<file path="config.mk">
export PLATFORM = sky130hd
export DESIGN_NAME = csa_resolver
export DESIGN_NICKNAME = d
export VERILOG_FILES = /design/src/rtl/csa_resolver.sv
export SDC_FILE = /design/constraint.sdc
export NUM_CORES = 1
export LEC_CHECK = 0
export ABC_CLOCK_PERIOD_IN_PS = 3900
export CAP_MARGIN = 40
export CORE_ASPECT_RATIO = 1.4
export CORE_UTILIZATION = 40
export CTS_CLUSTER_SIZE = 8
export DETAILED_ROUTE_END_ITERATION = 12
export PLACE_DENSITY = 0.74
export SLEW_MARGIN = 5
export SYNTH_ARGS = -nofsm -noshare
export SYNTH_HDL_FRONTEND = slang
export SYNTH_SLANG_ARGS = --single-unit
export TNS_END_PERCENT = 1
</file>
<file path="constraint.sdc">
create_clock -name clk -period 3.9 [get_ports clk]
set_clock_uncertainty 0.1 [all_clocks]
set_input_delay 0.585 -clock clk [delete_from_list [all_inputs] [get_ports clk]]
set_output_delay 0.585 -clock clk [all_outputs]
set_load 0.005 [all_outputs]
</file>
<file path="src/rtl/csa_resolver.sv">
// Chunked carry-propagate resolver for a sum/carry pair, CHUNK bits per cycle.
// Optional out_zero flag under `define CSA_RESOLVER_ZERO_FLAG_EN.
module csa_resolver #(
  parameter int WIDTH = 32,
  parameter int CHUNK = 8
) (
  input  logic             clk,
  input  logic             rst,
  input  logic             in_valid,
  output logic             in_ready,
  input  logic [WIDTH-1:0] in_sum,
  input  logic [WIDTH-1:0] in_carry,
  output logic             out_valid,
  input  logic             out_ready,
  output logic [WIDTH-1:0] out_result,
`ifdef CSA_RESOLVER_ZERO_FLAG_EN
  output logic             out_zero,
`endif
  output logic             out_cout
);

  localparam int N  = WIDTH / CHUNK;
  localparam int KW = (N > 1) ? $clog2(N) : 1;

  typedef enum logic [1:0] {
    IDLE,
    RUN,
    DONE
  } state_t;

  state_t           state_q, state_d;
  logic [KW-1:0]    k_q, k_d;
  logic             carry_q, carry_d;
  logic [WIDTH-1:0] sum_q, sum_d;
  logic [WIDTH-1:0] car_q, car_d;
  logic [WIDTH-1:0] res_q, res_d;
  logic             cout_q, cout_d;
  logic [CHUNK:0]   add;
`ifdef CSA_RESOLVER_ZERO_FLAG_EN
  logic             zacc_q, zacc_d;
  logic             zero_q, zero_d;
`endif

  // Operands shift down so the active chunk always sits in the low bits.
  always_comb begin
    state_d   = state_q;
    k_d       = k_q;
    carry_d   = carry_q;
    sum_d     = sum_q;
    car_d     = car_q;
    res_d     = res_q;
    cout_d    = cout_q;
    in_ready  = 1'b0;
    out_valid = 1'b0;
    add = {1'b0, sum_q[CHUNK-1:0]}
        + {1'b0, car_q[CHUNK-1:0]}
        + (CHUNK+1)'(carry_q);
`ifdef CSA_RESOLVER_ZERO_FLAG_EN
    zacc_d = zacc_q;
    zero_d = zero_q;
`endif
    unique case (state_q)
      IDLE: begin
        in_ready = 1'b1;
        if (in_valid) begin
          sum_d   = in_sum;
          car_d   = in_carry;
          carry_d = 1'b0;
          k_d     = '0;
          state_d = RUN;
`ifdef CSA_RESOLVER_ZERO_FLAG_EN
          zacc_d  = 1'b1;
`endif
        end
      end
      RUN: begin
        res_d[int'(k_q)*CHUNK +: CHUNK] = add[CHUNK-1:0];
        carry_d = add[CHUNK];
        sum_d   = sum_q >> CHUNK;
        car_d   = car_q >> CHUNK;
        k_d     = k_q + KW'(1);
`ifdef CSA_RESOLVER_ZERO_FLAG_EN
        zacc_d  = zacc_q & (add[CHUNK-1:0] == '0);
`endif
        if (k_q == KW'(N-1)) begin
          cout_d  = add[CHUNK];
          k_d     = '0;
          state_d = DONE;
`ifdef CSA_RESOLVER_ZERO_FLAG_EN
          zero_d  = zacc_d;
`endif
        end
      end
      DONE: begin
        out_valid = 1'b1;
        if (out_ready) begin
          state_d = IDLE;
`ifdef CSA_RESOLVER_ZERO_FLAG_EN
          zero_d  = 1'b0;
`endif
        end
      end
      default: state_d = IDLE;
    endcase
  end

  always_ff @(posedge clk) begin
    if (rst) begin
      state_q <= IDLE;
      k_q     <= '0;
      carry_q <= 1'b0;
      sum_q   <= '0;
      car_q   <= '0;
      res_q   <= '0;
      cout_q  <= 1'b0;
`ifdef CSA_RESOLVER_ZERO_FLAG_EN
      zacc_q  <= 1'b0;
      zero_q  <= 1'b0;
`endif
    end else begin
      state_q <= state_d;
      k_q     <= k_d;
      carry_q <= carry_d;
      sum_q   <= sum_d;
      car_q   <= car_d;
      res_q   <= res_d;
      cout_q  <= cout_d;
`ifdef CSA_RESOLVER_ZERO_FLAG_EN
      zacc_q  <= zacc_d;
      zero_q  <= zero_d;
`endif
    end
  end

  assign out_result = res_q;
  assign out_cout   = cout_q;
`ifdef CSA_RESOLVER_ZERO_FLAG_EN
  assign out_zero   = zero_q;
`endif

endmodule

</file>
==> results.md <==
- P per Cell Area: 412 nW/um^2
- Number of diodes: 0
- Initial Util: 0.417
- Vias/cell: around 5.2
- Clock Path Buffers: 2
- Largest cells by area after synthesis: dfxtp_1 43%, nor2_1 15%, a22oi_1 7.1%
- # DRC: 0
- Setup WS pre-CTS: 1.41 ns
- Seq/Total Area, Yosys: 0.428
- Slew Limit Fails: 0
- Element type at the critical path start: flop
- Pleak: approximately 2.5 nW
- CP Data Arrival Time: approximately 2.7 ns
- DR WL/cell: between 10 and 15 um
- Nets: 766
- Synth Flop Type: dfxtp_1
- Least-Margin Pin Slew: approximately 0.75 ns
- Routed WL: between 10000 and 15000 um
- H-Tree Depth: 3
- Tcrit/Tclk final: 0.654
- Netlist cell types: 38
- Hold Crit Class: flop to flop
- Fmax: about 0.39 GHz
- Clock-pin slew on the worst setup and hold paths: approximately 0.070 ns
- Met2 track demand over resource: 0.347
- Mean Syn Cell Area: just under 8 sq um
- Pre-Repair DR Iteration Count: 5
- Crit Path Max Fanout: 4
- Total congestion overflow: 0
- Post-synth top area share: 0.428
- VDD IR max: around 0.24 mV
- Post-CTS setup buffer count: 0
- First-pass GRT wire length: 19700 um
- Synth Instances: a little over 600
- 1st-iter DRT viols: around 260
- Fraction of layout cells with a size suffix above 1: 0.0523
- Final Setup Violations: 0
- Max cap viols: 0
- EDFF count, synth: 0
- Clock Latency Late Sink: 0.35 ns
- Tot Pwr: roughly 2.5 mW
- CTS Root Cell: clkbuf_16
- Cell accounting for the most synthesized area: dfxtp_1
- Die Ht: approximately 130 um
- Gpl congestion: ~0.84
- Final HPWL DP: between 8000 and 9000 um
- Ys Warns: 0
- RSZ-0062 raised after global routing: no
- IO Port Bufs: 102
- Final ANT Viol Nets: 0
- Inst Count DP: between 800 and 900
- Post-synth top cells: 196 x nor2_1, 102 x dfxtp_1, 57 x a21oi_1
- Synth Register Bits: 102
- Non-filler cells, final: about 830
- Vias in the first global route: ~4200
- Most Used Layer, Global Route: met2
- Crit end category: flop
- Met3 Use GR: 0.0382
- Final Util: 0.537
- Final instance area: around 6200 sq um
- Core ar.: 11500 sq um
- Initial antenna violation count: 0
- Post-Syn Area: ~4800 sq um
- Setup tns final: 0 ns
- CTS tree: yes
- Num CTS Buffers: 9
- CP required: ~4.0 ns
- Hold-fix buffers, CTS: 0
- DIE WIDTH: 94.3 um
- Via count: approximately 4300
- Async SR Flop Fraction: 0
- Post-CTS sizing: 0
- Placed instance area: ~6000 sq um
- Syn Nets: 692
- Status: finished clean
- Ports: roughly 100
- # rows: 46
- Final hold violation count: 0
- Hold_ws: roughly 0.4 ns
- Final worst setup slack: about 1.4 ns
- Area grow syn2layout: 29.0%
- CTS Sinks: between 100 and 150
- GR Util met1: 0.245
- Normalized max-slew margin: 0.502
- Crit path kind: flop to flop
- Fin crit period: 2.55 ns
- Fillers: roughly 1100
- Die area: ~12000 sq um
- Count leader, synth: nor2_1
- Total GRT Usage: 0.201
- Largest net degree at the start of global routing: a little under 60
==> final timing paths <==
kind         depth (start not counted)              to  slack, ns       from
min reg2reg                          2       car_q[21]       0.39  car_q[21]
min                                  2       car_q[21]       0.39  car_q[21]
max                                  7  out_result[30]       1.35    carry_q
max reg2reg                          7  out_result[30]       1.35    carry_q
==> registers in the layout, indices dropped and copies added, names as in the netlist <==
name / flops
car_q: 32
out_result: 32
sum_q: 32
k_q: 2
state_q: 2
carry_q: 1
out_cout: 1
==> layer usage <==
layer / vias up / share of wire
met5: - / 0
met4: 0 / 0.016
met3: 13 / 0.058
met2: 125 / 0.51
met1: 1994 / 0.42
li1: 2197 / -
==> power by group <==
part	switching, mW	total, mW	internal (mW)
combinational	0.251	0.470	0.219
sequential	0.0501	1.16	1.11
clock	0.390	0.906	0.516
total	0.691	2.54	1.84
==> cell type report <==
type                       instances  area, sq um  area share
sequential                       102         2040       0.332
timing repair buffer             107         1080       0.176
tap                              144          180      0.0293
multi-input combinational        459         2530       0.411
clock buffer                      11          243      0.0394
inverter                           4         15.0     0.00244
clock inverter                     5         57.6     0.00935
==> cell families after synthesis <==
logic type	after synthesis	synth area share
simple gates	322	0.321
compound gates	117	0.157
flops	102	0.428
buf+inv	48	0.0427
fa+ha+maj	15	0.0425
xor+xnor	5	0.00918
==> cell usage in the layout (no fill, tap or decap), types with 5 or more instances in the layout <==
cell type        count
nor2_1             195
dfxtp_1            100
clkdlybuf4s50_1    100
a21oi_1             57
nor2b_1             49
nor3_1              49
a22oi_1             45
ha_1                13
clkbuf_16            9
nand3b_1             6
nand2_1              5
==> worst max-delay path, stage by stage, from the launching register on <==
cell      delay (ns)
dfxtp_1         0.34
fa_1            0.50
fa_1            0.43
a21o_1          0.21
a221oi_1        0.34
xnor2_1         0.22
a22oi_1         0.23
nor2_1          0.06
Note: power is estimated with default switching activity, not from simulation.
